==> src/rtl/dcm_ctrl_pkg.sv <==
// Shared types and constants for the dcm programming controller.
// Used by dcm_prog_ctrl, its interface and the dcm_ctrl_arb arbiter.
package dcm_ctrl_pkg;
    localparam int PROG_W = 3;
    localparam logic [PROG_W-1:0] PROG_MIN = 3'd0;
    localparam logic [PROG_W-1:0] PROG_MAX = 3'd7;

    typedef enum logic [1:0] {
        INIT,
        IDLE,
        SETTLE
    } state_e;

    typedef enum logic {
        REQ_BTN,
        REQ_HOST
    } req_e;
endpackage

==> src/rtl/dcm_prog_ctrl_if.sv <==
// Request/handshake bundle between the requesters and dcm_prog_ctrl.
// master = buttons/host/tick side, slave = the controller.
interface dcm_prog_ctrl_if;
    import dcm_ctrl_pkg::*;

    logic              btn_up;
    logic              btn_down;
    logic              host_req;
    logic [PROG_W-1:0] host_prog;
    logic              host_ack;
    logic              tick;
    logic              dcm_update;
    logic [PROG_W-1:0] dcm_prog;
    logic [PROG_W-1:0] cur_prog;
    logic              busy;

    modport master (
        output btn_up, btn_down, host_req, host_prog, tick,
        input  host_ack, dcm_update, dcm_prog, cur_prog, busy
    );

    modport slave (
        input  btn_up, btn_down, host_req, host_prog, tick,
        output host_ack, dcm_update, dcm_prog, cur_prog, busy
    );
endinterface

==> src/rtl/dcm_ctrl_arb.sv <==
// Two-way alternating-priority arbiter: on a tie the requester that
// was not granted last wins. last_grant resets to REQ_BTN.
module dcm_ctrl_arb
    import dcm_ctrl_pkg::*;
(
    input  logic clock,
    input  logic reset,
    input  logic en,
    input  logic req_host,
    input  logic req_btn,
    output logic gnt_host,
    output logic gnt_btn,
    output req_e last_grant
);

    req_e last_grant_q;
    req_e last_grant_d;

    always_comb begin
        gnt_host = en & req_host
                 & (~req_btn | (last_grant_q == REQ_BTN));
        gnt_btn  = en & req_btn
                 & (~req_host | (last_grant_q == REQ_HOST));
        last_grant_d = last_grant_q;
        if (gnt_host) begin
            last_grant_d = REQ_HOST;
        end else if (gnt_btn) begin
            last_grant_d = REQ_BTN;
        end
    end

    always_ff @(posedge clock or posedge reset) begin
        if (reset) begin
            last_grant_q <= REQ_BTN;
        end else begin
            last_grant_q <= last_grant_d;
        end
    end

    assign last_grant = last_grant_q;

endmodule

==> src/rtl/dcm_prog_ctrl.sv <==
// Programs the dcm divider from speed buttons and a host port, then settles.
// Define DCM_PROG_CTRL_WRAP_EN to wrap 7<->0 instead of saturating.
module dcm_prog_ctrl
    import dcm_ctrl_pkg::*;
#(
    parameter logic [PROG_W-1:0] RESET_PROG   = 3'd0,
    parameter int                SETTLE_TICKS = 2
) (
    input logic            clock,
    input logic            reset,
    dcm_prog_ctrl_if.slave bus
);

    localparam int CNT_W = (SETTLE_TICKS < 1) ? 1 : $clog2(SETTLE_TICKS + 1);
    localparam logic [CNT_W-1:0] CNT_END = CNT_W'(SETTLE_TICKS);

    state_e            state_q, state_d;
    logic [CNT_W-1:0]  cnt_q, cnt_d;
    logic              pend_up_q, pend_up_d;
    logic              pend_dn_q, pend_dn_d;
    logic              dcm_update_q, dcm_update_d;
    logic              host_ack_q, host_ack_d;
    logic [PROG_W-1:0] dcm_prog_q, dcm_prog_d;
    logic [PROG_W-1:0] cur_prog_q, cur_prog_d;
    logic              busy_q, busy_d;

    logic              up_raw, dn_raw, cancel;
    logic              eff_up, eff_dn;
    logic              gnt_host, gnt_btn;
    logic              at_limit;
    logic [PROG_W-1:0] step_code;
    req_e              last_grant;

    // Incoming pulses join the pending flags so IDLE grants them the same edge.
    always_comb begin
        up_raw    = pend_up_q | (bus.btn_up & ~bus.btn_down);
        dn_raw    = pend_dn_q | (bus.btn_down & ~bus.btn_up);
        cancel    = up_raw & dn_raw;
        eff_up    = up_raw & ~cancel;
        eff_dn    = dn_raw & ~cancel;
        step_code = eff_up ? cur_prog_q + 3'd1 : cur_prog_q - 3'd1;
    end

`ifdef DCM_PROG_CTRL_WRAP_EN
    assign at_limit = 1'b0;
`else
    assign at_limit = eff_up ? (cur_prog_q == PROG_MAX)
                             : (cur_prog_q == PROG_MIN);
`endif

    dcm_ctrl_arb u_arb (
        .clock      (clock),
        .reset      (reset),
        .en         (state_q == IDLE),
        .req_host   (bus.host_req),
        .req_btn    (eff_up | eff_dn),
        .gnt_host   (gnt_host),
        .gnt_btn    (gnt_btn),
        .last_grant (last_grant)
    );

    always_comb begin
        state_d      = state_q;
        cnt_d        = cnt_q;
        pend_up_d    = eff_up;
        pend_dn_d    = eff_dn;
        dcm_update_d = 1'b0;
        host_ack_d   = 1'b0;
        dcm_prog_d   = dcm_prog_q;
        cur_prog_d   = cur_prog_q;
        unique case (state_q)
            INIT: begin
                dcm_update_d = 1'b1;
                dcm_prog_d   = RESET_PROG;
                cur_prog_d   = RESET_PROG;
                cnt_d        = '0;
                state_d      = SETTLE;
            end
            IDLE: begin
                if (gnt_host) begin
                    dcm_update_d = 1'b1;
                    host_ack_d   = 1'b1;
                    dcm_prog_d   = bus.host_prog;
                    cur_prog_d   = bus.host_prog;
                    state_d      = SETTLE;
                end else if (gnt_btn) begin
                    pend_up_d = 1'b0;
                    pend_dn_d = 1'b0;
                    // A step past a limit is dropped without touching the divider.
                    if (!at_limit) begin
                        dcm_update_d = 1'b1;
                        dcm_prog_d   = step_code;
                        cur_prog_d   = step_code;
                        state_d      = SETTLE;
                    end
                end
            end
            SETTLE: begin
                if (cnt_q == CNT_END) begin
                    cnt_d   = '0;
                    state_d = IDLE;
                end else if (bus.tick) begin
                    cnt_d = cnt_q + CNT_W'(1);
                end
            end
            default: state_d = INIT;
        endcase
        busy_d = (state_d != IDLE);
    end

    always_ff @(posedge clock or posedge reset) begin
        if (reset) begin
            state_q      <= INIT;
            cnt_q        <= '0;
            pend_up_q    <= 1'b0;
            pend_dn_q    <= 1'b0;
            dcm_update_q <= 1'b0;
            host_ack_q   <= 1'b0;
            dcm_prog_q   <= RESET_PROG;
            cur_prog_q   <= RESET_PROG;
            busy_q       <= 1'b1;
        end else begin
            state_q      <= state_d;
            cnt_q        <= cnt_d;
            pend_up_q    <= pend_up_d;
            pend_dn_q    <= pend_dn_d;
            dcm_update_q <= dcm_update_d;
            host_ack_q   <= host_ack_d;
            dcm_prog_q   <= dcm_prog_d;
            cur_prog_q   <= cur_prog_d;
            busy_q       <= busy_d;
        end
    end

    assign bus.dcm_update = dcm_update_q;
    assign bus.host_ack   = host_ack_q;
    assign bus.dcm_prog   = dcm_prog_q;
    assign bus.cur_prog   = cur_prog_q;
    assign bus.busy       = busy_q;

endmodule
==> src/flat_wrapper.sv <==
// flat-port wrapper written by rule: the top's interface ports become plain ports
module dcm_prog_ctrl_flat import dcm_ctrl_pkg::*;
#(
    parameter logic [PROG_W-1:0] RESET_PROG   = 3'd0,
    parameter int                SETTLE_TICKS = 2
)
  (clock, reset, bus_btn_up, bus_btn_down, bus_host_req, bus_host_prog, bus_tick, bus_host_ack, bus_dcm_update, bus_dcm_prog, bus_cur_prog, bus_busy);
  dcm_prog_ctrl_if bus_i ();
  input logic clock;
  input logic reset;
  input wire logic [$bits(bus_i.btn_up)-1:0] bus_btn_up;
  input wire logic [$bits(bus_i.btn_down)-1:0] bus_btn_down;
  input wire logic [$bits(bus_i.host_req)-1:0] bus_host_req;
  input wire logic [$bits(bus_i.host_prog)-1:0] bus_host_prog;
  input wire logic [$bits(bus_i.tick)-1:0] bus_tick;
  output wire logic [$bits(bus_i.host_ack)-1:0] bus_host_ack;
  output wire logic [$bits(bus_i.dcm_update)-1:0] bus_dcm_update;
  output wire logic [$bits(bus_i.dcm_prog)-1:0] bus_dcm_prog;
  output wire logic [$bits(bus_i.cur_prog)-1:0] bus_cur_prog;
  output wire logic [$bits(bus_i.busy)-1:0] bus_busy;
  assign bus_i.btn_up = bus_btn_up;
  assign bus_i.btn_down = bus_btn_down;
  assign bus_i.host_req = bus_host_req;
  assign bus_i.host_prog = bus_host_prog;
  assign bus_i.tick = bus_tick;
  assign bus_host_ack = bus_i.host_ack;
  assign bus_dcm_update = bus_i.dcm_update;
  assign bus_dcm_prog = bus_i.dcm_prog;
  assign bus_cur_prog = bus_i.cur_prog;
  assign bus_busy = bus_i.busy;
  dcm_prog_ctrl #(.RESET_PROG(RESET_PROG), .SETTLE_TICKS(SETTLE_TICKS)) u_core (.clock(clock), .reset(reset), .bus(bus_i));
endmodule
==> config.mk <==
export PLATFORM = sky130hd
export DESIGN_NAME = dcm_prog_ctrl_flat
export DESIGN_NICKNAME = d
export VERILOG_FILES = /design/src/rtl/dcm_ctrl_pkg.sv /design/src/rtl/dcm_prog_ctrl_if.sv /design/src/rtl/dcm_ctrl_arb.sv /design/src/rtl/dcm_prog_ctrl.sv /design/src/flat_wrapper.sv
export SDC_FILE = /design/constraint.sdc
export NUM_CORES = 1
export LEC_CHECK = 0
export BUFFER_PORTS_ARGS = -buffer_cell sky130_fd_sc_hd__buf_2
export CORE_MARGIN = 4
export CORE_UTILIZATION = 40
export DETAILED_ROUTE_END_ITERATION = 12
export GPL_ROUTABILITY_DRIVEN = 1
export SYNTH_ARGS = -nofsm -noshare
export SYNTH_HDL_FRONTEND = slang
export SYNTH_SLANG_ARGS = --single-unit
==> constraint.sdc <==
create_clock -name clock -period 5.35 [get_ports clock]
set_clock_uncertainty 0.15 [all_clocks]
set_input_delay 0.2675 -clock clock [delete_from_list [all_inputs] [get_ports clock]]
set_output_delay 0.2675 -clock clock [all_outputs]
set_load 0.02 [all_outputs]
## Word-level counts from Yosys, hierarchy flattened

Cells that the tools add are included.
W data, S select, Z words.

| word-level totals | value |
|---|---|
| register bits | 13 |
| bits in latches | 0 |
| memory bits (writable) | 0 |
| ROM bits | 0 |
| input bits | 9 |
| word-level logic and storage cells | 75 |
| memories kept | 0 |

| cells by class | value |
|---|---|
| add/subtract/negate cells | 3 |
| $mul | 0 |
| div/mod/pow operators | 0 |
| magnitude comparators | 0 |
| equal/unequal tests | 8 |
| shift-type cells | 0 |
| multiplexer cells | 28 |
| bitwise gates (word level) | 20 |
| reductions and logical operators | 7 |

Operators with widths:

| kind | number |
|---|---|
| $mux W1 | 14 |
| $mux W2 | 6 |
| $mux W3 | 4 |
| $and A1 B1 Y1 | 9 |
| $ne A3 B2 Y1 const B | 2 |
| $not A1 Y1 | 6 |
| $pmux W2 S3 | 1 |
| $pmux W3 S2 | 1 |
| $reduce_bool A2 Y1 | 3 |
| $or A1 B1 Y1 | 5 |
| $eq A2 B2 Y1 const B | 2 |
| $pmux W2 S2 | 1 |
| $add A3 B1 Y3 const B | 1 |
| $eq A3 B3 Y1 const B | 1 |
| $logic_not A3 Y1 | 1 |
| $ne A3 B1 Y1 const B | 1 |
| $reduce_and A3 Y1 | 1 |
| $sub A3 B1 Y3 const B | 1 |
| $add A2 B1 Y2 const B | 1 |
| $eq A2 B1 Y1 const B | 1 |
| $logic_not A2 Y1 | 1 |
| $ne A2 B1 Y1 const B | 1 |
| $pmux W1 S2 | 1 |
| $reduce_and A2 Y1 | 1 |

## Depth between registers and ports, before layout

| depth | value |
|---|---|
| depth after elaboration | 13 |
| depth in mapped cells | 10 |
| depth with buffers taken out | 10 |

## By module

Synthesis repeated with hierarchy kept, for this count alone.

| second synthesis, totals | value |
|---|---|
| cells, all modules | 80 |
| area total of the unflattened synthesis | 762.0 sq um |

Modules (own cells, without submodules):

| module | times used | cells each | area an instance (sq um) | sequential area each (sq um) |
|---|---|---|---|---|
| dcm_prog_ctrl | 1 | 71 | 696.9 | 301.5 |
| dcm_ctrl_arb | 1 | 9 | 65.1 | 25.0 |

## Worst setup path before layout

No wires, ideal clock.

| timing | value |
|---|---|
| kind | register -> register |
| from | register u_core.pend_dn_q |
| to | register u_core.dcm_prog_q[2] (netlist: u_core.bus.dcm_prog[2]) |
| library setup time | 122 ps |
| data arrival time | 1788 ps |
| data required time | 5078 ps |
| setup slack | 3290 ps |
| cell stages (with the launch flop) | 10 |
| period minus slack after synthesis | 2060 ps |
| path through | dfrtp_1 > a21o_1 > inv_1 > ha_1 > inv_1 > fa_1 > xnor2_1 > xnor2_1 > o21ai_0 > a32o_1 |

| between the ends | value |
|---|---|
| word-level cells in the longest chain between the ends | 10 |
| elaborated cells between the ends (all ways) | 20 |
| those cells by class | eq/ne: 2; mux: 6; bitwise: 11; reduce/logical: 1 |

Ends and longest elaborated chain:

| item | RTL line | RTL |
|---|---|---|
| start: declaration | dcm_prog_ctrl.sv:20 | `logic pend_dn_q, pend_dn_d;` |
| start signal: assignment | dcm_prog_ctrl.sv:126 | `pend_dn_q <= pend_dn_d;` |
| $or A1 B1 Y1 (*) | dcm_prog_ctrl.sv:37 | `dn_raw = pend_dn_q \| (bus.btn_down & ~bus.btn_up);` |
| $and A1 B1 Y1 | dcm_prog_ctrl.sv:38 | `cancel = up_raw & dn_raw;` |
| $not A1 Y1 | dcm_prog_ctrl.sv:39, dcm_prog_ctrl.sv:40 |  |
| $and A1 B1 Y1 (on tied branches) | dcm_prog_ctrl.sv:39, dcm_prog_ctrl.sv:40 |  |
| $or A1 B1 Y1 | dcm_prog_ctrl.sv:56 | `.req_btn (eff_up \| eff_dn),` |
| $not A1 Y1 | dcm_ctrl_arb.sv:21 | `& (~req_btn \| (last_grant_q == REQ_BTN));` |
| $or A1 B1 Y1 | dcm_ctrl_arb.sv:21 |  |
| $and A1 B1 Y1 | dcm_ctrl_arb.sv:21 |  |
| $ne A3 B1 Y1 (no source line), or another cell as far along | -- |  |
| $reduce_and A3 Y1 (no source line) / $pmux W3 S2 (equally long branches) | -- |  |
| end signal: assignment | dcm_prog_ctrl.sv:129 | `dcm_prog_q <= dcm_prog_d;` |
| end: declaration | dcm_prog_ctrl.sv:23 | `logic [PROG_W-1:0] dcm_prog_q, dcm_prog_d;` |

Mark *: on every way between the ends. The rest lies on a longest branch, timed or not. The select of a mux whose other input is x is not followed.
A chain may end at the register's enable or synchronous reset.

## Worst setup path after layout

Ends and elaborated chain as after synthesis.

==> results.json <==
{
  "final_common_cell": "buf_2",
  "cts-root-buf": "clkbuf_4",
  "grt_max_degree": 14,
  "min_path_cells": 3,
  "final_util": 0.4925,
  "drive_above_1_share": 0.2889,
  "crit_required_ps": 5370,
  "dp_hpwl_um": 1096,
  "rr_startpoint": "u_core.pend_dn_q$_DFF_PP0_",
  "netlist_instances": 73,
  "clk_pin_slew_worst_paths_ps": 90,
  "ys_ff_latch": 13,
  "max_cap_violations": 0,
  "track_usage": 0.1236,
  "min_from": "bus_tick",
  "drtAntennaViolNets": 0,
  "yosys.area.top_type_share": 0.4054,
  "r2r_slack_ps": 3100,
  "slew_violations": 0,
  "via_per_inst": 4.913,
  "syn_to_final_growth_pct": 16.05,
  "cts-buffers-inserted": 3,
  "largest_reg_flops": 3,
  "peakVddDrop_v": 0.0001521,
  "place_congestion": 0.7525,
  "final_cell_mix": "buf_2, dfrtp_1, inv_1",
  "antenna_cells": 0,
  "fmax_ghz": 0.4447,
  "ctsResizeCount": 0,
  "core_area_mm2": 0.001745,
  "fp-row-count": 15,
  "ys_seq_area_frac": 0.4409,
  "cts.sink_count": 13,
  "first_pass_iters": 4,
  "period_needed_ps": 2249,
  "worstSetupPathType": "reg2reg",
  "first_global_vias": 547,
  "synth.distinct_cells": 31,
  "rsz0062_at_grt": "false",
  "cts_buffer_depth": 2,
  "grt_first_pass_wirelength_um": 2380,
  "wire_per_inst_um": 12.47,
  "cts_setup_buffers": 0,
  "antenna_found_initial": 0,
  "finalHoldWorstSlack_ps": 116.7,
  "cp_max_fo": 4,
  "cts_tree": "yes",
  "cts-hold-fix-buffers": 1,
  "cp-start-kind": "register",
  "power_density_mw_per_mm2": 413.1,
  "hold_path_class": "in2reg",
  "nets": 103,
  "path_cells": "a21o_1, inv_1, ha_1, inv_1, fa_1, xnor2_1, xnor2_1, o21ai_0, a32o_1",
  "cp_slowest_cell": "fa_1",
  "die_area_mm2": 0.002604,
  "syn_nets": 85,
  "max_stage_delay_ps": 390,
  "gr-total-overflow": 0,
  "synth_top_area_cell": "dfrtp_1",
  "rr_worst_depth": 9,
  "die_y_um": 51.03,
  "status": "completed",
  "synthTopCellsByArea": "dfrtp_1, o21ai_0, buf_4, inv_1, dfstp_2",
  "routed-via-count": 565,
  "avgSynthCellArea_um2": 10.15,
  "fin_crit_sh": 0.4203,
  "wirelength_um": 1434,
  "slew_headroom": 0.6777,
  "ys_warn_count": 0,
  "insertion_delay_ps": 280,
  "total_power_w": 0.0003551,
  "worst_pin_slew_ps": 482.9,
  "end_kind": "register",
  "place.port_buffers": 17,
  "io_pins": 18,
  "nFillCells": 178,
  "tns_ps": 0,
  "startpoint": "u_core.pend_dn_q$_DFF_PP0_",
  "p_leak_nw": 0.4240,
  "htreeDepth": 1,
  "syn_area_um2": 740.7,
  "route.detailed.drc": 0,
  "initialDrtViolationCount": 12,
  "start_util": 0.4244,
  "fp.dieW_um": 51.03,
  "hold_viol": 0,
  "crit_arrival_ps": 2270,
  "final-setup-viol-count": 0
}
[cells in the mapped netlist]
cell,count
nand4_2,1
dfstp_2,1
nor2_1,3
o2bb2a_1,1
nor3b_4,1
a31o_2,1
o21ai_0,7
dfrtp_1,12
or4_4,1
nand2_1,4
fa_1,1
a21o_1,1
nand4_1,2
nand2b_1,4
a32oi_1,1
inv_1,8
nand3b_1,1
a21oi_1,3
buf_2,1
xnor2_1,2
o32a_1,1
a21boi_0,1
o32ai_1,1
buf_4,4
ha_1,2
nor2b_1,2
o2bb2ai_1,1
or3_1,1
and4_1,1
nand3_1,1
a32o_1,2
[critical path: cells and delay by family (launching register included)]
kind	cells	cell delay [ps]
buf+inv	2	150
fa+ha+maj	2	620
flops	1	370
xor+xnor	2	340
compound gates	3	510
[logic make-up (layout without fill, tap and decap cells)]
family                     after synthesis  count (layout)  share of synthesized area
buffers and inverters                   13              30                    0.08783
adders and majority gates                3               3                    0.06081
and+or+nand+nor                         22              22                     0.1976
AOI/OAI and AO/OA                       20              20                     0.1892
DFF                                     13              13                     0.4409
xor gates and xnor gates                 2               2                    0.02365
[metal layers]
layer	vias to the layer above	GRT usage	part of all wire
met2	12	0.1931	0.48
met5	-	0	0
met4	0	0.04036	0.0063
met1	263	0.1581	0.47
met3	2	0.04373	0.042
li1	288	-	-
[metrics by stage]
step                      instance area (µm²)  std cells  setup WS, ps
final                                   859.6        115          3101
after floorplan                         740.7         73          3290
after detailed placement                822.0        110          3120
after global placement                  822.0        110          3109
after CTS                               859.6        115          3119
after global routing                    859.6        115          2940
[worst paths after layout]
check | to
worst max-delay path | u_core.bus.dcm_prog[2]$_DFFE_PP0P_
worst min-delay path | u_core.cnt_q[0]$_DFFE_PP0P_
worst max register to register | u_core.bus.dcm_prog[2]$_DFFE_PP0P_
worst min register to register | u_core.cnt_q[1]$_DFFE_PP0P_
max in group asynchronous | u_core.bus.busy$_DFF_PP1_
min in group asynchronous | u_core.cnt_q[0]$_DFFE_PP0P_
[where the power goes]
part	switching, W	total (W)	internal [W]
Combinational	0.0000754	0.000136	0.0000610
Sequential	0.0000290	0.000156	0.000127
Clock	0.0000345	0.0000623	0.0000278
[cell type report]
cell class	instances	area [µm²]	area share
clock buffer	3	22.52	0.02620
clock inverter	1	5.005	0.005822
inverter	8	30.03	0.03493
multi-input combinational	47	349.1	0.4061
sequential	13	326.6	0.3799
tap	25	31.28	0.03639
timing repair buffer	18	95.09	0.1106
Power figures use the tool's default switching activity.
